$ cat src/rtl/sram_arbiter.sv
// Two-port round-robin arbiter/sequencer in front of the SDRAM controller.
// Serialises port A/B req/ack transactions into fixed-width rd/we strobe windows.
module sram_arbiter #(
  parameter logic [13:0] STARTUP_CYCLES = 14'd10240,
  parameter logic [5:0]  ACCESS_CYCLES  = 6'd24,
  parameter logic [2:0]  GAP_CYCLES     = 3'd3
) (
  input  logic        clk_sdram,
  input  logic        init,

  input  logic        a_req,
  input  logic        a_we,
  input  logic [23:0] a_addr,
  input  logic [15:0] a_din,
  input  logic [1:0]  a_wtbt,
  output logic [15:0] a_dout,
  output logic        a_ack,

  input  logic        b_req,
  input  logic        b_we,
  input  logic [23:0] b_addr,
  input  logic [15:0] b_din,
  input  logic [1:0]  b_wtbt,
  output logic [15:0] b_dout,
  output logic        b_ack,

  output logic [23:0] mem_addr,
  output logic [15:0] mem_din,
  output logic [1:0]  mem_wtbt,
  output logic        mem_we,
  output logic        mem_rd,
  input  logic [15:0] mem_dout
);

  localparam logic [1:0] S_BOOT   = 2'd0;
  localparam logic [1:0] S_IDLE   = 2'd1;
  localparam logic [1:0] S_ACCESS = 2'd2;
  localparam logic [1:0] S_GAP    = 2'd3;

  localparam logic [13:0] ACCESS_LOAD = {8'd0, ACCESS_CYCLES - 6'd1};
  localparam logic [13:0] GAP_LOAD    = {11'd0, GAP_CYCLES - 3'd1};

  logic [1:0]  state_q;
  logic [13:0] cnt_q;
  // Port of the most recent grant; also identifies the port owning the current window.
  logic        last_b_q;
  logic        grant_b;

  assign grant_b = b_req & (~a_req | ~last_b_q);

  always_ff @(posedge clk_sdram) begin
    if (init) begin
      state_q  <= S_BOOT;
      cnt_q    <= STARTUP_CYCLES;
      last_b_q <= 1'b1;
      mem_addr <= '0;
      mem_din  <= '0;
      mem_wtbt <= '0;
      mem_we   <= 1'b0;
      mem_rd   <= 1'b0;
      a_dout   <= '0;
      a_ack    <= 1'b0;
      b_dout   <= '0;
      b_ack    <= 1'b0;
    end else begin
      a_ack <= 1'b0;
      b_ack <= 1'b0;
      case (state_q)
        S_BOOT: begin
          if (cnt_q == '0) state_q <= S_IDLE;
          else             cnt_q   <= cnt_q - 14'd1;
        end
        S_IDLE: begin
          if (a_req | b_req) begin
            last_b_q <= grant_b;
            mem_addr <= grant_b ? b_addr : a_addr;
            mem_din  <= grant_b ? b_din  : a_din;
            mem_wtbt <= grant_b ? b_wtbt : a_wtbt;
            mem_we   <= grant_b ? b_we   : a_we;
            mem_rd   <= grant_b ? ~b_we  : ~a_we;
            cnt_q    <= ACCESS_LOAD;
            state_q  <= S_ACCESS;
          end
        end
        S_ACCESS: begin
          if (cnt_q == '0) begin
            mem_rd <= 1'b0;
            mem_we <= 1'b0;
            // mem_dout is sampled at window end even when the controller served from cache.
            if (last_b_q) begin
              b_ack <= 1'b1;
              if (mem_rd) b_dout <= mem_dout;
            end else begin
              a_ack <= 1'b1;
              if (mem_rd) a_dout <= mem_dout;
            end
            cnt_q   <= GAP_LOAD;
            state_q <= S_GAP;
          end else begin
            cnt_q <= cnt_q - 14'd1;
          end
        end
        S_GAP: begin
          if (cnt_q == '0) state_q <= S_IDLE;
          else             cnt_q   <= cnt_q - 14'd1;
        end
        default: state_q <= S_BOOT;
      endcase
    end
  end

endmodule

$ cat config.mk
export PLATFORM = sky130hd
export DESIGN_NAME = sram_arbiter
export DESIGN_NICKNAME = d
export VERILOG_FILES = /design/src/rtl/sram_arbiter.sv
export SDC_FILE = /design/constraint.sdc
export NUM_CORES = 1
export LEC_CHECK = 0
export ABC_AREA = 1
export BUFFER_PORTS_ARGS = -buffer_cell sky130_fd_sc_hd__buf_2
export CORE_MARGIN = 1.5
export CORE_UTILIZATION = 45
export DETAILED_ROUTE_END_ITERATION = 12
export PLACE_DENSITY = 0.89
export SYNTH_ARGS = -nofsm -noshare
export SYNTH_HDL_FRONTEND = slang
export SYNTH_SLANG_ARGS = --single-unit
$ cat constraint.sdc
create_clock -name clk_sdram -period 1.93 [get_ports clk_sdram]
set_clock_uncertainty 0.15 [all_clocks]
set_input_delay 0.386 -clock clk_sdram [delete_from_list [all_inputs] [get_ports clk_sdram]]
set_output_delay 0.386 -clock clk_sdram [all_outputs]
set_load 0.005 [all_outputs]
### Word-level counts from Yosys, hierarchy flattened

Cells that the tools add are included.

* add/sub/neg operators: 1
* reduce and logical (&&, ||, !) cells: 11
* bitwise logic cells: 9
* mux-type cells: 20
* eq/ne operators: 7

Operators by type and width (count)
* $mux 14: 3
* $pmux 14 s3: 1
* $mux 24: 1
* $mux 16: 1
* $logic_not 14->1: 1
* $sub 14x1->14 const B: 1
* $mux 2: 4
* $reduce_and 4->1: 2
* $mux 1: 7
* $ne 2x2->1 const B: 3
* $not 1->1: 6
* $pmux 2 s3: 1
* $reduce_and 3->1: 2
* $eq 2x2->1 const B: 2
* $pmux 1 s2: 2
* $reduce_and 2->1: 2
* $reduce_or 3->1: 1
* $eq 2x1->1 const B: 1
* $logic_not 2->1: 1
* $ne 2x1->1 const B: 1
* $or 1x1->1: 2
* $reduce_bool 2->1: 1
* $reduce_or 2->1: 1
* $and 1x1->1: 1

* output and inout bits: 78
* word-level logic and storage cells: 60
* register bits: 95
* input port bits: 106

### Longest topological paths before layout

Gate-level depths: netlist of run 1.

* word-level depth: 6
* mapped depth: 11
* depth with buffers taken out: 11

### Least setup slack after synthesis of run 1

Ideal clock, no wire load.

* path type: register -> register
* start: reg cnt_q[0]
* end: reg cnt_q[1]
* stages on the path, launching flop included: 11
* buffers on the path: 1
* setup slack: 0.252 ns
* data arrival time: 1.410 ns
* clock period less this slack: 1.678 ns
* library setup time: 0.118 ns
* required time: 1.662 ns
* cell sequence: dfxtp_1 -> inv_1 -> ha_1 -> nand3_1 -> nor2_4 -> nand3_2 -> nand2_2 -> inv_2 -> buf_6 -> o21ai_0 -> nor2_1

* longest elaborated chain between the ends: 3
* elaborated cells between the ends (all ways): 7
* classes of those cells: add/sub (1); eq/ne (1); mux (3); reduce/logical (2)

RTL lines
* start: declaration: RTL line 44 `logic [13:0] cnt_q;`
* start signal: assignment: RTL line 71 `else cnt_q <= cnt_q - 14'd1;`
* start signal: assignment: RTL line 100 `cnt_q <= cnt_q - 14'd1;`
* start signal: assignment: RTL line 105 `else cnt_q <= cnt_q - 14'd1;`
* $sub 14x1->14 or $logic_not 14->1 (tied branches)
* $mux 14, or another cell as far along: RTL line 70, 104
* $pmux 14 s3 or $reduce_and 2->1 (tied branches)

Parallel ways exist; a longest one is shown, timed or not. The select of a mux whose other input is x is not followed.
A chain may end at the register's enable or synchronous reset.

### Worst setup path in the final report of run 1

* start: reg cnt_q[0]
* end: reg b_dout[4]

* longest elaborated chain between the ends: 2

RTL lines
* $logic_not 14->1: RTL line 86 `if (cnt_q == '0) begin`
* $reduce_and 4->1 (no line)
* end signal: assignment: RTL line 92 `if (mem_rd) b_dout <= mem_dout;`
* end: declaration: RTL line 24 `output logic [15:0] b_dout,`

Every way passes these cells.

==> impl_metrics.tcl, run 1 <==
set metrics [dict create \
    outcome "finished with violations" \
    violations "DRC" \
    dieWidth_um 99.0 \
    path_max_fanout 7 \
    cp_top_family "simple AND/OR/NAND/NOR gates" \
    critPathMaxStageDelay_ns 0.33 \
    synth_seq_cells 95 \
    cp_slowest_cell "dfxtp_1" \
    path_cells "inv_2 > ha_2 > nand3_1 > nor2_4 > nand3_2 > clkinv_4 > nand3_4 > o21ai_0 > nor2_1" \
    cts_buffer_depth 2 \
    drt_first_iter_violations 267 \
    insertion_delay_ns 0.37 \
    layout-drive-gt1-share_pct 32.8 \
    cap_violations 0 \
    crit_arrival_ns 1.98 \
    fin_tns_setup_ns 0 \
    io_buffers 183 \
    root_buffer "clkbuf_8" \
    setup_viol 0 \
    diodes 0 \
    drc 9 \
    dp.cells 839 \
    finalWeightedCongestion 0.858 \
    synthTopCellsByCount "130 x nand2_1, 95 x dfxtp_1, 94 x nor2_1" \
    register_area_mm2 0.00190 \
    core_area_mm2 0.00881 \
    syn_area_mm2 0.00414 \
    fp.dieH_um 99.0 \
    synthDominantCellAreaShare_pct 45.9 \
    clk_pin_slew_ns 0.11 \
    p_leak_nw 2.66 \
    initial_core_util_pct 47.1 \
    period_share_pct 96.7 \
    rsz0062_at_grt "yes" \
    drv_slew 0 \
    grt_pass1_wl_mm 17.8 \
    seq_area_frac_synth_pct 45.9 \
    ios 184 \
    power_density_mw_per_mm2 1170 \
    design.die.area_mm2 0.00979 \
    cts_made_buffers 9 \
    grt_max_degree 70 \
    worst_pin_slew_ns 0.572 \
    syn_inst 569 \
    drt.antenna.violating_nets 0 \
    std_cell_rows 34 \
    place_ws_ns 0.0368 \
    yosysMostFrequentCell "nand2_1" \
    cts_hold_buffers 0 \
    ys.warnings.count 0 \
    crit_path_end_kind "register" \
    synthDistinctLibCells 32 \
    nets 860 \
    first_pass_iters 9 \
    syn_avg_cell_area_um2 7.28 \
    final_cells 863 \
    ys_top_cells_by_area "dfxtp_1 46%, nand2_1 12%, o21ai_0 8.6%, nor2_1 8.5%, a31oi_1 6.3%" \
    clkSinkCount 95 \
    fmax_ghz 0.536 \
    antenna_found_initial 0 \
    synth_enable_flop_cells 0 \
    fin_crit_ns 1.87 \
    critPathBufInv 2 \
    synth.net_count 679 \
    syn_to_final_growth_pct 32.9 \
    wl_mm 11.7 \
    start_kind "register" \
    grt_pass1_vias 4015 \
    multi_input_area_mm2 0.00201 \
    setup_ws_ns 0.0630 \
    fin_util_pct 62.5 \
    wire_per_inst_um 13.5 \
    async_flop_share_pct 0 \
    hp-class "input pin to register" \
    crit_type "register to register" \
    grt_use_total_pct 22.4 \
    worstPathRequired_ns 2.04 \
    hold_violations 0 \
    vias_per_cell 5.11 \
    slew_headroom_pct 61.8 \
    cts_tree "done" \
    synth.largest_area_cell "dfxtp_1" \
    fin_hold_ws_ns 0.109 \
    hpwl_mm 8.06 \
    peakVddDrop_v 0.000636 \
    synth_flop_cell "dfxtp_1" \
    globalRouteOverflowTotal 0 \
    num_vias 4409 \
    htree_levels 3 \
    fillers 808 \
]
path summary, 6_finish.rpt:
check	from	to	slack [ns]	depth (start not counted)
worst max-delay path	cnt_q[0]	b_dout[4]	0.06	9
worst min-delay path	b_din[13]	mem_din[13]	0.11	3
worst max register to register	cnt_q[0]	b_dout[4]	0.06	9
worst min register to register	mem_we	mem_we	0.32	2
cell type report:
type / instances / share of cell area, %
multi-input cells: 412 / 36.5
repair inverters: 1 / 0.159
well taps: 108 / 2.45
inverters: 35 / 3.04
flip-flops and latches: 95 / 34.6
clock inverters: 7 / 1.77
repair buffers: 196 / 19.2
clock buffers: 9 / 2.25
tightest hold or removal path: stages:
cell and delay, ns:
buf_2 0.09, nand2_1 0.05, a31oi_1 0.06
kinds of logic after synthesis:
kind of cell             count (synthesis)  synth area share, %
buffers and inverters                   66                 7.40
AO/OA/AOI/OAI                          135                 17.9
flip-flops                              95                 45.9
AND/OR/NAND/NOR                        266                 27.0
XOR/XNOR                                 3                0.634
adder cells (fa/ha/maj)                  4                 1.21
registers in the layout, summed over array words and instances (netlist names), 2 cells and up:
register	flops
mem_addr	24
a_dout	16
cnt_q	14
mem_wtbt	2
state_q	2
b_dout	16
mem_din	16
routing by layer:
layer	part of all wire (%)	wire length [um]	vias up	track usage, %
li1	-	-	2250	-
met1	42	4940	1940	26.1
met2	49	5680	197	39.9
met3	7.1	833	22	4.96
met4	1.9	224	0	8.46
met5	0	0	-	0
layout by cell type (no fill, tap or decap), types with 4 or more instances in the layout:
master	instances
nor2_2	7
o21ai_1	26
o21ai_0	56
nor2_1	94
dfxtp_1	94
nand3_2	4
nand2_1	130
buf_4	9
clkbuf_8	9
nand3_4	4
inv_1	25
a21oi_1	7
nand3_1	19
inv_2	5
buf_2	183
a31oi_1	42
timing repair:
action                                  CTS  global route
endpoints found under the setup margin    0            63
gates resized for setup                   0            37
setup buffers                             0             2
stage by stage:
stage	power [mW]	cell area, um2
6_report	6.43	5510
3_3_place_gp	4.86	5140
4_1_cts	6.33	5360
2_1_floorplan	4.16	4140
5_1_grt	6.87	5510
3_5_place_dp	4.91	5140
where the power goes:
| group | internal (mW) | switching, mW | total, mW |
|---|---|---|---|
| Clock | 0.642 | 0.794 | 1.44 |
| Sequential | 2.36 | 0.262 | 2.62 |
| Combinational | 0.942 | 1.43 | 2.37 |
Note: power is estimated with default switching activity, not from simulation.
==> inputs of run 2 (changes only) <==
Settings changed: CORE_UTILIZATION 45 to 43.
Clock period 1.93 ns to 1.5 ns, I/O delays scaled along.
==> run 2 against run 1 <==
The run ends with setup timing left. Register-to-register slack got worse by 0.29 ns. Largest cell class unchanged. Sequential power rose by 31%. Critical path depth rose by 1. Non-clock buffer count rose by 65. Highest routed layer unchanged. Core utilization rose by 8.6 points.
==> impl_metrics.tcl, run 2 (synthesis gave the netlist of run 1 again) <==
set metrics [dict create \
    clkSinkCount 95 \
    clockPowerShare_pct 16.7 \
    nets 920 \
    grt_pass1_vias 4466 \
    largest-register "mem_addr" \
    p_sw_mw 4.04 \
    cts_made_buffers 9 \
    r2r-start "cnt_q[0]" \
    multi_input_area_mm2 0.00242 \
    slew_headroom_pct 73.3 \
    cts_tree "done" \
    start_kind "register" \
    violations "setup timing" \
    insertion_delay_ns 0.37 \
    fp.dieH_um 101 \
    drv_slew 0 \
    diodes 0 \
    num_vias 4941 \
    setup_ws_ns -0.231 \
    hold_violations 0 \
    register_area_mm2 0.00191 \
    rsz0062_at_grt "yes" \
    largest_register_ff_count 24 \
    swShare_pct 40.1 \
    setup_viol 90 \
    p_leak_nw 3.15 \
    grt_pass1_wl_mm 19.8 \
    grt_use_total_pct 24.2 \
    path_max_fanout 6 \
    fin_crit_ns 1.73 \
    drc 0 \
    final_cell_mix "183 x buf_2, 125 x nand2_1, 90 x nor2_1" \
    crit_arrival_ns 1.84 \
    drt.antenna.violating_nets 0 \
    crit_type "register to register" \
    grt_max_degree 35 \
    worstPathRequired_ns 1.61 \
    dp.cells 909 \
    io_buffers 183 \
    critPathLaunch "cnt_q[0]" \
    finalWeightedCongestion 0.947 \
    cts_buffer_depth 2 \
    pwr-share-comb_pct 49.2 \
    layout_commonest_cell "buf_2" \
    wire_per_inst_um 15.4 \
    wl_mm 14.5 \
    layout-drive-gt1-share_pct 49.8 \
    outcome "finished with violations" \
    first_pass_iters 4 \
    clk_pin_slew_ns 0.12 \
    crit_path_end_kind "register" \
    peakVddDrop_v 0.000715 \
    htree_levels 3 \
    fmax_ghz 0.578 \
    core_area_mm2 0.00928 \
    root_buffer "clkbuf_8" \
    vias_per_cell 5.23 \
    design.die.area_mm2 0.0102 \
    fillers 676 \
    post_dp_cell_area_mm2 0.00566 \
    cts_hold_buffers 0 \
    std_cell_rows 35 \
    min_from "b_din[13]" \
    fin_util_pct 71.2 \
    syn_to_final_growth_pct 59.4 \
    hp-class "input pin to register" \
    period_share_pct 115 \
    internal-power_mw 6.04 \
    dieWidth_um 101 \
    power_density_mw_per_mm2 1530 \
    globalRouteOverflowTotal 0 \
    ios 184 \
    final_cells 944 \
    antenna_found_initial 0 \
    fin_area_mm2 0.00661 \
    p_seq_share_pct 34.1 \
    drt_first_iter_violations 210 \
    worst_pin_slew_ns 0.400 \
    hpwl_mm 9.00 \
    cap_violations 0 \
    initial_core_util_pct 44.6 \
]
## run 2: per-stage QoR
step	TNS (ns)	hold slack (ns)	setup WS, ns	power [mW]
2_1_floorplan	-2.06	0.295	-0.0590	5.44
3_3_place_gp	-4.73	0.301	-0.129	6.99
3_5_place_dp	-7.80	0.302	-0.196	7.11
4_1_cts	-9.63	0.00997	-0.146	9.16
5_1_grt	-17.85	0.00954	-0.303	10.6
6_report	-10.90	0.0166	-0.231	10.1
## run 2: power groups by stage
stage | Combinational [mW] | Clock [mW] | Sequential (mW)
finish | 4.96 | 1.68 | 3.43
global route | 5.34 | 1.81 | 3.49
CTS | 4.16 | 1.69 | 3.30
detailed placement | 3.76 | 0 | 3.34
global placement | 3.66 | 0 | 3.32
floorplan | 2.05 | 0 | 3.39
## run 2: cell type report
| cell class | count | share of cell area (%) |
|---|---|---|
| Clock buffer | 9 | 1.88 |
| Clock inverter | 7 | 1.10 |
| Inverter | 35 | 2.29 |
| Multi-Input combinational cell | 408 | 36.6 |
| Sequential cell | 95 | 29.0 |
| Tap cell | 129 | 2.44 |
| Timing Repair Buffer | 261 | 26.7 |
## run 2: path summary, 6_finish.rpt
check        slack (ns)           to  depth (start not counted)
max               -0.23    b_dout[3]                         10
max reg2reg       -0.23    b_dout[3]                         10
min reg2reg        0.32       mem_we                          2
min                0.02  mem_din[13]                          3
## run 2: critical path, cell delays in order, from the launching register on
cell	delay, ns
dfxtp_2	0.34
inv_2	0.07
ha_4	0.16
nand3_4	0.07
nor2_4	0.15
nand3_2	0.13
clkinv_4	0.10
nand3_4	0.11
clkbuf_16	0.20
o21ai_2	0.11
nor2_1	0.05
## run 2: timing repair
| action | in CTS | in global routing |
|---|---|---|
| gates cloned | 3 | 5 |
| pin swaps | 2 | 14 |
| buffers inserted | 7 | 7 |
| setup endpoints to repair | 92 | 95 |
| gates resized for setup | 54 | 131 |
## run 2: metal layers
metal	up-vias	wire, um	global-route usage [%]
met3	35	978	5.45
li1	2364	-	-
met4	0	399	10.4
met2	234	7830	43.7
met1	2308	5310	27.4
met5	-	0	0
==> inputs of run 3 (changes only) <==
Settings changed: CORE_UTILIZATION 43 to 45.
Clock period 1.5 ns to 2.2 ns, I/O delays scaled along.
==> run 3 against run 2 <==
The flow finishes with violations (DRC). Global-route usage shrank 2.1 points. Sequential power shrank 34%. Largest power group is now sequential cells. Clock power shrank 38%.
==> impl_metrics.tcl, run 3 (synthesis gave the netlist of run 1 again) <==
set metrics [dict create \
    outcome "finished with violations" \
    violations "DRC" \
    drt_first_iter_violations 215 \
    path_max_fanout 17 \
    first_pass_iters 10 \
    insertion_delay_ns 0.34 \
    cts_buffer_depth 2 \
    cts_tree "done" \
    wire_per_inst_um 12.6 \
    design.die.area_mm2 0.00979 \
    cap_violations 0 \
    cts_resized 0 \
    layout-drive-gt1-share_pct 31.0 \
    post-cts-setup-buffer-count 0 \
    globalRouteOverflowTotal 0 \
    hpwl_mm 8.12 \
    slew_headroom_pct 54.8 \
    num_vias 4280 \
    grt_pass1_vias 4007 \
    fin_area_mm2 0.00529 \
    dieWidth_um 99.0 \
    wl_met2_mm 5.29 \
    clk_pin_slew_ns 0.10 \
    fin_tns_setup_ns 0 \
    worst_pin_slew_ns 0.677 \
    wl_met3_um 901 \
    setup_ws_ns 0.229 \
    grt_use_total_pct 22.1 \
    rsz0062_at_grt "no" \
    fmax_ghz 0.507 \
    std_cell_rows 34 \
    place_ws_ns 0.220 \
    cts_made_buffers 9 \
    p_leak_nw 2.61 \
    fin_util_pct 60.1 \
    htree_levels 3 \
    clkSinkCount 95 \
    diodes 0 \
    post_dp_cell_area_mm2 0.00511 \
    drc 9 \
    peakVddDrop_v 0.000574 \
    initial_core_util_pct 47.1 \
    drt.antenna.violating_nets 0 \
    fin_hold_ws_ns 0.178 \
    syn_to_final_growth_pct 27.7 \
    fillers 808 \
    hp-class "input pin to register" \
    finalPower_mw 5.34 \
    vias_per_cell 5.02 \
    ios 184 \
    period_share_pct 89.6 \
    power_density_mw_per_mm2 1010 \
    grt_max_degree 71 \
    io_buffers 183 \
    largest_register_ff_count 24 \
    grt_pass1_wl_mm 17.7 \
    crit_path_end_kind "register" \
    core_area_mm2 0.00881 \
    wl_mm 10.8 \
    finalWeightedCongestion 0.884 \
    start_kind "register" \
    drv_slew 0 \
    routed.top_layer "met4" \
    worstPathRequired_ns 2.29 \
    crit_type "register to register" \
    hold_violations 0 \
    fin_crit_ns 1.97 \
    drt-met1-wl_mm 4.42 \
    antenna_found_initial 0 \
    fp.dieH_um 99.0 \
    cts_hold_buffers 0 \
    largest-register "mem_addr" \
    layout_commonest_cell "buf_2" \
    root_buffer "clkbuf_8" \
    final_cell_mix "183 x buf_2, 130 x nand2_1, 95 x dfxtp_1" \
    dp.cells 837 \
    setup_viol 0 \
    nets 850 \
    crit_arrival_ns 2.06 \
    final_cells 853 \
]
==> run 3: critical path: stages (launching register included) <==
cell and delay (ns):
dfxtp_1 0.34, inv_1 0.09, ha_1 0.22, nand3_1 0.14, nor2_4 0.06, nand3_2 0.08, clkinv_2 0.10, nand3_4 0.17
clkinv_2 0.24, nor2_1 0.20, nor2_1 0.07
==> run 3: path summary, 6_finish.rpt <==
kind	from	endpoint	slack, ns	depth (start not counted)
max	cnt_q[0]	b_dout[2]	0.23	10
min	b_addr[22]	mem_addr[22]	0.18	3
max reg2reg	cnt_q[0]	b_dout[2]	0.23	10
min reg2reg	mem_we	mem_we	0.31	2
==> run 3: where the power goes <==
group          total [mW]  switching, mW  leakage [nW]  internal, mW
logic                2.02           1.23          1.75         0.781
registers            2.28          0.214         0.772          2.07
clock network        1.05          0.596        0.0861         0.450
==> run 3: metal layers <==
metal | GRT usage (%) | up-vias
met1 | 25.8 | 1866
met3 | 6.52 | 17
met2 | 38.7 | 178
met5 | 0 | -
li1 | - | 2219
met4 | 7.47 | 0
==> run 3: area by class of cell <==
cell class	instances	area (um2)	share of cell area, %
Tap cell	108	135	2.55
Inverter	35	135	2.55
Clock buffer	11	141	2.67
Multi-Input combinational cell	408	1950	36.8
Sequential cell	95	1900	35.9
Timing Repair Buffer	191	988	18.7
Clock inverter	5	41.3	0.780
